**src/rtl/riscv_pkg.sv**
```systemverilog
// Shared RISC-V core definitions: major opcodes, the canonical NOP and the
// instruction-fetch state encoding.
package riscv_pkg;

    localparam logic [6:0] OP_R      = 7'b0110011;
    localparam logic [6:0] OP_IMM    = 7'b0010011;
    localparam logic [6:0] OP_LOAD   = 7'b0000011;
    localparam logic [6:0] OP_STORE  = 7'b0100011;
    localparam logic [6:0] OP_BRANCH = 7'b1100011;

    // addi x0, x0, 0
    localparam logic [31:0] NOP_INSTR = 32'h0000_0013;

    typedef enum logic [1:0] {
        S_REQ,
        S_WAIT,
        S_DROP,
        S_FULL
    } fetch_state_e;

    function automatic logic [6:0] opcode_of(input logic [31:0] instr);
        return instr[6:0];
    endfunction

endpackage

```
**src/rtl/fetch_skid_buffer.sv**
```systemverilog
// One-entry {pc, instr} holding register that parks a fetch response while
// decode is stalled.
module fetch_skid_buffer
    import riscv_pkg::*;
#(
    parameter int unsigned XLEN = 32
) (
    input  logic            clk,
    input  logic            rst_n,
    input  logic            load,
    input  logic            drain,
    input  logic            clear,
    input  logic [XLEN-1:0] in_pc,
    input  logic [31:0]     in_instr,
    output logic            valid,
    output logic [XLEN-1:0] out_pc,
    output logic [31:0]     out_instr
);

    logic            valid_q;
    logic [XLEN-1:0] pc_q;
    logic [31:0]     instr_q;

    // Clear (redirect) outranks a same-cycle load so a stale response never parks.
    always_ff @(posedge clk or negedge rst_n) begin
        if (!rst_n) begin
            valid_q <= 1'b0;
            pc_q    <= '0;
            instr_q <= NOP_INSTR;
        end else if (clear) begin
            valid_q <= 1'b0;
        end else if (load) begin
            valid_q <= 1'b1;
            pc_q    <= in_pc;
            instr_q <= in_instr;
        end else if (drain) begin
            valid_q <= 1'b0;
        end
    end

    assign valid     = valid_q;
    assign out_pc    = pc_q;
    assign out_instr = instr_q;

endmodule

```
**src/rtl/instr_fetch_unit.sv**
```systemverilog
// Instruction fetch stage: PC, single-outstanding imem handshake, registered
// IF/ID bundle with a one-entry skid buffer and execute-stage redirects.
module instr_fetch_unit
    import riscv_pkg::*;
#(
    parameter int unsigned     XLEN      = 32,
    parameter logic [XLEN-1:0] RESET_PC  = '0,
    parameter logic [31:0]     NOP_INSTR = riscv_pkg::NOP_INSTR
) (
    input  logic            clk,
    input  logic            rst_n,
    output logic            imem_req,
    output logic [XLEN-1:0] imem_addr,
    input  logic            imem_gnt,
    input  logic            imem_rvalid,
    input  logic [31:0]     imem_rdata,
    input  logic            stall,
    input  logic            redirect,
    input  logic [XLEN-1:0] redirect_pc,
    output logic            if_valid,
    output logic [XLEN-1:0] if_pc,
    output logic [31:0]     if_instr,
    output logic [6:0]      if_opcode
);

    fetch_state_e    state_q, state_d;
    logic [XLEN-1:0] pc_q, pc_d;
    logic [XLEN-1:0] pend_pc_q, pend_pc_d;
    logic            if_valid_q, if_valid_d;
    logic [XLEN-1:0] if_pc_q, if_pc_d;
    logic [31:0]     if_instr_q, if_instr_d;

    logic            slot_free;
    logic            skid_load, skid_drain, skid_clear;
    logic            skid_valid;
    logic [XLEN-1:0] skid_pc;
    logic [31:0]     skid_instr;

    assign slot_free = !if_valid_q || !stall;

    always_ff @(posedge clk or negedge rst_n) begin
        if (!rst_n) begin
            state_q <= S_REQ;
        end else begin
            state_q <= state_d;
        end
    end

    always_comb begin
        state_d = state_q;
        unique case (state_q)
            S_REQ: begin
                if (redirect) begin
                    state_d = imem_gnt ? S_DROP : S_REQ;
                end else if (imem_gnt) begin
                    state_d = S_WAIT;
                end
            end
            S_WAIT: begin
                if (imem_rvalid) begin
                    state_d = (redirect || slot_free) ? S_REQ : S_FULL;
                end else if (redirect) begin
                    state_d = S_DROP;
                end
            end
            S_DROP: begin
                if (imem_rvalid) begin
                    state_d = S_REQ;
                end
            end
            S_FULL: begin
                if (redirect || !stall) begin
                    state_d = S_REQ;
                end
            end
            default: state_d = S_REQ;
        endcase
    end

    // rst_n gating keeps the request low while memory is also held in reset.
    always_comb begin
        imem_req  = rst_n && (state_q == S_REQ);
        imem_addr = pc_q;
    end

    always_comb begin
        pc_d       = pc_q;
        pend_pc_d  = pend_pc_q;
        if_valid_d = if_valid_q;
        if_pc_d    = if_pc_q;
        if_instr_d = if_instr_q;
        skid_load  = 1'b0;
        skid_drain = 1'b0;
        skid_clear = 1'b0;

        if (redirect) begin
            pc_d       = {redirect_pc[XLEN-1:2], 2'b00};
            if_valid_d = 1'b0;
            if_instr_d = NOP_INSTR;
            skid_clear = 1'b1;
        end else begin
            if (slot_free) begin
                if_valid_d = 1'b0;
                if_instr_d = NOP_INSTR;
            end
            unique case (state_q)
                S_REQ: begin
                    if (imem_gnt) begin
                        pend_pc_d = pc_q;
                        pc_d      = pc_q + XLEN'(4);
                    end
                end
                S_WAIT: begin
                    if (imem_rvalid) begin
                        if (slot_free) begin
                            if_valid_d = 1'b1;
                            if_pc_d    = pend_pc_q;
                            if_instr_d = imem_rdata;
                        end else begin
                            skid_load = 1'b1;
                        end
                    end
                end
                S_FULL: begin
                    if (!stall) begin
                        if_valid_d = skid_valid;
                        if_pc_d    = skid_pc;
                        if_instr_d = skid_instr;
                        skid_drain = 1'b1;
                    end
                end
                default: ;
            endcase
        end
    end

    always_ff @(posedge clk or negedge rst_n) begin
        if (!rst_n) begin
            pc_q       <= RESET_PC;
            pend_pc_q  <= '0;
            if_valid_q <= 1'b0;
            if_pc_q    <= '0;
            if_instr_q <= NOP_INSTR;
        end else begin
            pc_q       <= pc_d;
            pend_pc_q  <= pend_pc_d;
            if_valid_q <= if_valid_d;
            if_pc_q    <= if_pc_d;
            if_instr_q <= if_instr_d;
        end
    end

    fetch_skid_buffer #(
        .XLEN (XLEN)
    ) u_skid (
        .clk       (clk),
        .rst_n     (rst_n),
        .load      (skid_load),
        .drain     (skid_drain),
        .clear     (skid_clear),
        .in_pc     (pend_pc_q),
        .in_instr  (imem_rdata),
        .valid     (skid_valid),
        .out_pc    (skid_pc),
        .out_instr (skid_instr)
    );

    assign if_valid  = if_valid_q;
    assign if_pc     = if_pc_q;
    assign if_instr  = if_instr_q;
    assign if_opcode = opcode_of(if_instr_q);

endmodule

```
**config.mk**
```make
export PLATFORM = sky130hd
export DESIGN_NAME = instr_fetch_unit
export DESIGN_NICKNAME = d
export VERILOG_FILES = /design/src/rtl/riscv_pkg.sv /design/src/rtl/fetch_skid_buffer.sv /design/src/rtl/instr_fetch_unit.sv
export SDC_FILE = /design/constraint.sdc
export NUM_CORES = 1
export LEC_CHECK = 0
export ABC_CLOCK_PERIOD_IN_PS = 2700
export CORE_ASPECT_RATIO = 1.1
export CORE_MARGIN = 4
export CORE_UTILIZATION = 51
export CTS_CLUSTER_SIZE = 28
export DETAILED_ROUTE_END_ITERATION = 16
export PLACE_DENSITY = 0.85
export REMOVE_ABC_BUFFERS = 1
export SYNTH_ARGS = -nofsm -noshare
export SYNTH_HDL_FRONTEND = slang
export SYNTH_SLANG_ARGS = --single-unit
```
**constraint.sdc**
```tcl
create_clock -name clk -period 2.7 [get_ports clk]
set_input_delay 0.54 -clock clk [delete_from_list [all_inputs] [get_ports clk]]
set_output_delay 0.54 -clock clk [all_outputs]
set_load 0.02 [all_outputs]
```
==> run metrics, run 1 <==
DR vias/cell=around 5.6; final hold violations=0; Slowest-stage cell, CP=clkdlybuf4s50_1; Worst-Margin Slew=1.14 ns; final WL=19700 microns; Synth warnings=0; vias in the first global route=~6.4k; H-Tree Depth=4; final setup vio count=0; DRC=0; crit-path max cell delay=between 0.6 and 0.7 ns; nets=910; Final Max Slew Viols=0; Clock Sinks=~190; CP required=2.16 ns; # diodes=0; critical path, cell by cell=buf_4 > nor3b_1 > clkdlybuf4s50_1; post-synth cell types=42; routed length per instance=around 19 microns; PnR worst setup slack=approximately 0.20 ns; Power Dens Cells=between 800 and 900 nW/um^2; post-cts gate resize count=0; Util after Layout=0.678; # rows=between 40 and 50; layout cells sized above 1=0.191; Area Growth Syn to Fin=31.1%; Starting Density=0.517; WP data arrival=roughly 2.0 ns; synthesized flop and latch total=roughly 190; clk buf depth=2; number of synthesized flops with an enable pin=0; setup repair bufs after CTS=0; Mapped Cells=675; Critical Path Start Type=flop; crit path kind=reg -> out; Clock transition at path regs=0.06 ns; synthesized area=8110 sq um; min Tclk post-route=~2.5 ns; Register Area=between 4000 and 5000 sq um; ys flop type=dfrtp_1; die width=about 130 microns; gr ovfl total=0; Max Cap Violations=0; Crit. End Element=primary output; Mapped Avg Cell Area=12.0 sq um; Multi-input gate area=3160 sq um; die area=roughly 18000 sq um; leak pwr=4.81 nW; # fillers=~1.1k; hold buffers post-CTS=0; Root Buffer=clkbuf_16; sequential area share after synthesis=0.581; Core ar.=roughly 16000 sq um; vias post-DR=5898; clock buffer count from CTS=17; Vert. Die Dim=around 140 microns; largest net degree at the start of global routing=between 150 and 200; dpl hpwl=between 10000 and 15000 microns; HP Class=in -> async; crit-path max FO=16; router iterations before antenna repair=8; CTS tree=built; Setup Skew=0.00840 ns; Iter 0 DRT Violations=roughly 480; IO Pins=175; RSZ-0062 raised after global routing=no; Final GP Congestion=just under 0.8; Rel. slew slack=0.241; post-synthesis async set-or-reset flop share=1.00; Setup Slack @ Placement=0.0579 ns; Max IR drop VDD=around 0.42 mV; Tot GR Track Use=0.228; run status=complete, no violations; fin crit share=0.927; first-pass GRT wire length=32600 microns; IO Port Bufs=between 150 and 200; worst skew pair latency=between 0.4 and 0.5 ns; post-route antenna net violation count=0; Peak Freq=399 MHz; initial antenna violation count=0
## sequential cells by signal, indices dropped and copies added, names as in the netlist
signal and flops:
if_pc 30, u_skid.valid 1, u_skid.out_instr 32, if_valid 1, imem_addr 30, if_instr 32, u_skid.out_pc 30, pend_pc_q 30
state_q 2
## final timing paths
check | from | endpoint | slack (ns) | cells after the start
max reg2reg | state_q[0] | imem_addr[31] | 0.63 | 6
min reg2reg | u_skid.out_pc[29] | u_skid.out_pc[29] | 0.51 | 1
max | state_q[1] | imem_req | 0.20 | 3
max in group asynchronous | rst_n | state_q[0] | 1.53 | 2
min | rst_n | if_instr[10] | 0.22 | 2
min in group clk | u_skid.out_pc[29] | u_skid.out_pc[29] | 0.51 | 1
## cell usage in the layout (no fill, tap or decap), types with 4 or more instances in the layout
cell             instances
dfrtp_1                182
clkdlybuf4s50_1        166
mux2_2                  93
nor2_1                  73
nand2_1                 40
a21oi_1                 36
mux2i_1                 33
o21ai_0                 32
a222oi_1                28
buf_4                   22
xor2_1                  17
clkbuf_16               17
nand3_1                 12
nand4_1                 12
xnor2_1                  9
dfstp_2                  6
and3_1                   5
nor3_1                   4
conb_1                   4
buf_12                   4
## area by class of cell
class	count	area share
multi-input cells	435	0.298
clock inverters	8	0.0114
well taps	200	0.0235
inverters	3	0.00106
repair buffers	194	0.181
flip-flops and latches	188	0.443
clock buffers	20	0.0420
## power breakdown
group	leakage [nW]	internal (mW)	switching, mW
logic	2.11	1.18	1.18
clock network	0.277	1.46	1.03
registers	2.41	3.38	0.416
## stage by stage
step	hold slack, ns	setup TNS, ns	instance area, sq um	instances	power [mW]
after floorplan	0.244	-150.55	7860	626	5.02
after global placement	0.488	0	10100	1020	6.12
after detailed placement	0.495	0	10100	1020	6.21
after CTS	0.403	0	10600	1048	8.72
after global routing	0.438	0	10600	1048	9.09
final	0.219	0	10600	1048	8.64
## synthesized netlist by cell type (2+ instances only)
cell type	n	area [sq um]
inv_1	3	11.3
dfrtp_1	182	4550
buf_2	7	35.0
and3_1	5	31.3
nor2b_1	3	18.8
buf_1	6	22.5
nand2b_1	2	12.5
and4_1	2	17.5
nor3b_1	2	15.0
nor3_1	5	25.0
xnor2_1	9	78.8
dfstp_2	6	158
mux2_2	93	1050
mux2i_1	33	330
a222oi_1	28	280
nor4_1	3	18.8
nor2_1	75	282
or3_1	2	12.5
buf_6	2	22.5
nand3_1	12	60.1
nand4_1	12	75.1
o21ai_0	32	160
buf_4	11	82.6
a31oi_1	3	18.8
a22oi_1	2	15.0
nand2_1	41	154
clkbuf_1	26	97.6
o22ai_1	3	18.8
a21oi_1	36	180
xor2_1	17	149
## cell families (layout without fill, tap and decap cells)
family | Yosys count | in the layout | share of synthesized area
DFF | 188 | 188 | 0.581
and+or+nand+nor | 171 | 171 | 0.0994
muxes | 126 | 126 | 0.170
AOI/OAI and AO/OA | 107 | 107 | 0.0862
buffers and inverters | 55 | 225 | 0.0335
xor gates and xnor gates | 26 | 26 | 0.0281
adders and majority gates | 1 | 1 | 0.00154
other | 1 | 4 | 0.000462
## per-layer routing
layer  GRT usage  share of wire  vias up
li1            -              -     2731
met1       0.277           0.40     2948
met2       0.383           0.50      195
met3      0.0770          0.080       24
met4      0.0704          0.016        0
met5           0              0        -
## critical path: cells and delay by family (launching register included)
family / cells / cell delay (ns)
buffers and inverters: 2 / 0.88
DFF: 1 / 0.39
and+or+nand+nor: 1 / 0.27
(Power assumes the default switching activity.)
==> run 2: changes to the inputs <==
--- a/config.mk
+++ b/config.mk
@@ -11,6 +11,7 @@
 export CORE_UTILIZATION = 51
 export CTS_CLUSTER_SIZE = 28
 export DETAILED_ROUTE_END_ITERATION = 16
+export GPL_TIMING_DRIVEN = 0
 export PLACE_DENSITY = 0.85
 export REMOVE_ABC_BUFFERS = 1
 export SYNTH_ARGS = -nofsm -noshare
==> run metrics, run 2 (same netlist as run 1, synthesis figures left out) <==
# fillers=1119 (was 1107); die width=128 microns (unchanged); # diodes=0 (unchanged); vias in the first global route=6235 (was 6419); Int Pwr=5.96 mW (was 6.02 mW); worst skew pair latency=0.42 ns (about the same); commonest non-fill, non-tap cell in the layout=dfrtp_1 (unchanged); final std cells w/o fill=1039 (was 1048); Area Growth Syn to Fin=31.6% (was 31.1%); Power Dens Cells=806 nW/um^2 (was 813 nW/um^2); fin crit share=0.933 (was 0.927); critical path, cell by cell=clkdlybuf4s50_1 > nand2_1 > nor4_4 > buf_6 > buf_6 > mux2_2 (was buf_4 > nor3b_1 > clkdlybuf4s50_1); # placed instances=1006 (was 1020); RSZ-0062 raised after global routing=no (unchanged); largest net degree at the start of global routing=96 (was 189); Comb pwr share=0.268 (was 0.273); layout cells sized above 1=0.186 (was 0.191); Sw Pwr=2.64 mW (was 2.62 mW); leak pwr=4.79 nW (was 4.81 nW); initial antenna violation count=0 (unchanged); gr ovfl total=0 (unchanged); Core ar.=15700 sq um (unchanged); die area=18000 sq um (unchanged); nets=899 (was 910); H-Tree Depth=4 (unchanged); final hold violations=0 (unchanged); IO Pins=175 (unchanged); Clock transition at path regs=0.06 ns (about the same); Seq pwr share=0.446 (was 0.439); Final GP Congestion=0.735 (was 0.779); clock buffer count from CTS=17 (unchanged); first-pass GRT wire length=31600 microns (was 32600 microns); # rows=48 (unchanged); HP Class=in -> async (unchanged); Setup Skew=0.00690 ns (was 0.00840 ns); dpl hpwl=12900 microns (was 13100 microns); routed length per instance=18.9 microns (was 18.8 microns); Rel. slew slack=0.331 (was 0.241); clk buf depth=2 (unchanged); Critical Path Start Type=input pin (was flop); DR vias/cell=5.70 (was 5.63); final setup vio count=0 (unchanged); Crit. End Element=flop (was primary output); Iter 0 DRT Violations=381 (was 482); DRC=0 (unchanged); WP data arrival=2.82 ns (was 1.96 ns); post-route antenna net violation count=0 (unchanged); CTS tree=built (unchanged); share of total power in the clock network=0.286 (was 0.288); Hold WS=0.0261 ns (was 0.219 ns); Max Cap Violations=0 (unchanged); most frequent cells in the layout=dfrtp_1, clkdlybuf4s50_1, mux2_2 (unchanged); final WL=19700 microns (about the same); Tot GR Track Use=0.220 (was 0.228); Setup Slack @ Placement=-0.471 ns (was 0.0579 ns); crit path kind=in -> reg (was reg -> out); Starting Density=0.517 (unchanged); PnR worst setup slack=0.180 ns (was 0.197 ns); crit-path max FO=13 (was 16); crit-path max cell delay=0.64 ns (was 0.68 ns); run status=complete, no violations (unchanged); CP required=3.00 ns (was 2.16 ns); Clock Sinks=188 (unchanged); IO Port Bufs=168 (unchanged); router iterations before antenna repair=8 (unchanged); Final Max Slew Viols=0 (unchanged); Vert. Die Dim=140 microns (unchanged); min Tclk post-route=2.52 ns (was 2.50 ns); vias post-DR=5923 (was 5898); Root Buffer=clkbuf_16 (unchanged); Worst-Margin Slew=1.00 ns (was 1.14 ns); Peak Freq=397 MHz (was 399 MHz); switching share of total power=0.307 (was 0.303); Max IR drop VDD=0.489 mV (was 0.420 mV); CP dominant cell by count=buf_6; Slowest-stage cell, CP=nor4_4 (was clkdlybuf4s50_1)
run 2: changes by cell type in the layout (fill, tap and decap cells not counted), moves of 3 or more:
cell and delta:
buf_6 +4, buf_16 +3, buf_8 +3, buf_4 -20
run 2: critical path, delay by kind of cell:
kind                   cells  cell delay [ns]
AND/OR/NAND/NOR            2             0.89
buffers and inverters      3             1.05
multiplexers               1             0.34
run 2: metrics by stage:
| stage | TNS [ns] | util | power (mW) | area (sq um) |
|---|---|---|---|---|
| detailed placement | -22.62 | 0.639 | 6.17 | 10000 |
| global route | 0 | 0.681 | 9.04 | 10700 |
| CTS | 0 | 0.679 | 8.65 | 10600 |
| finish | 0 | 0.681 | 8.60 | 10700 |
| global placement | -1997.10 | 0.625 | 6.07 | 9790 |
| floorplan | -150.55 | - | 5.02 | 7860 |
run 2: timing repair:
action / CTS / global route
setup endpoints to repair: 8 / 34
pin swaps: 1 / 1
gates resized for setup: 4 / 3
setup buffers: 0 / 1
hold buffers: 0 / 0
gates cloned: 1 / 1
run 2: metal layers:
| metal | share of wire | wire length, microns | track usage | up-vias |
|---|---|---|---|---|
| li1 | - | - | - | 2713 |
| met1 | 0.40 | 7910 | 0.272 | 2991 |
| met2 | 0.50 | 9890 | 0.365 | 196 |
| met3 | 0.080 | 1570 | 0.0740 | 23 |
| met4 | 0.015 | 288 | 0.0676 | 0 |
| met5 | 0 | 0 | 0 | - |
run 2: layout make-up:
type                    count  area [sq um]  share of cell area
clock inverters             9           114              0.0107
repair buffers            182          1940               0.182
clock buffers              21           460              0.0431
flip-flops and latches    188          4710               0.441
inverters                   3          11.3             0.00105
well taps                 200           250              0.0234
multi-input cells         436          3190               0.298
run 2: final timing paths:
check | startpoint | endpoint | slack, ns | depth (start not counted)
worst max-delay path | stall | u_skid.out_instr[22] | 0.18 | 6
worst min-delay path | rst_n | if_instr[10] | 0.03 | 1
worst max register to register | state_q[1] | imem_addr[24] | 0.20 | 5
worst min register to register | u_skid.out_pc[13] | u_skid.out_pc[13] | 0.51 | 1
max in group asynchronous | rst_n | u_skid.out_pc[30] | 1.89 | 2
min in group clk | u_skid.out_pc[13] | u_skid.out_pc[13] | 0.51 | 1
run 2: power by group through the flow:
stage | Combinational [mW] | Sequential [mW] | Clock (mW)
floorplan | 0.889 | 4.13 | 0
global placement | 2.23 | 3.85 | 0
detailed placement | 2.30 | 3.87 | 0
CTS | 2.32 | 3.83 | 2.51
global route | 2.49 | 3.91 | 2.63
finish | 2.31 | 3.84 | 2.46
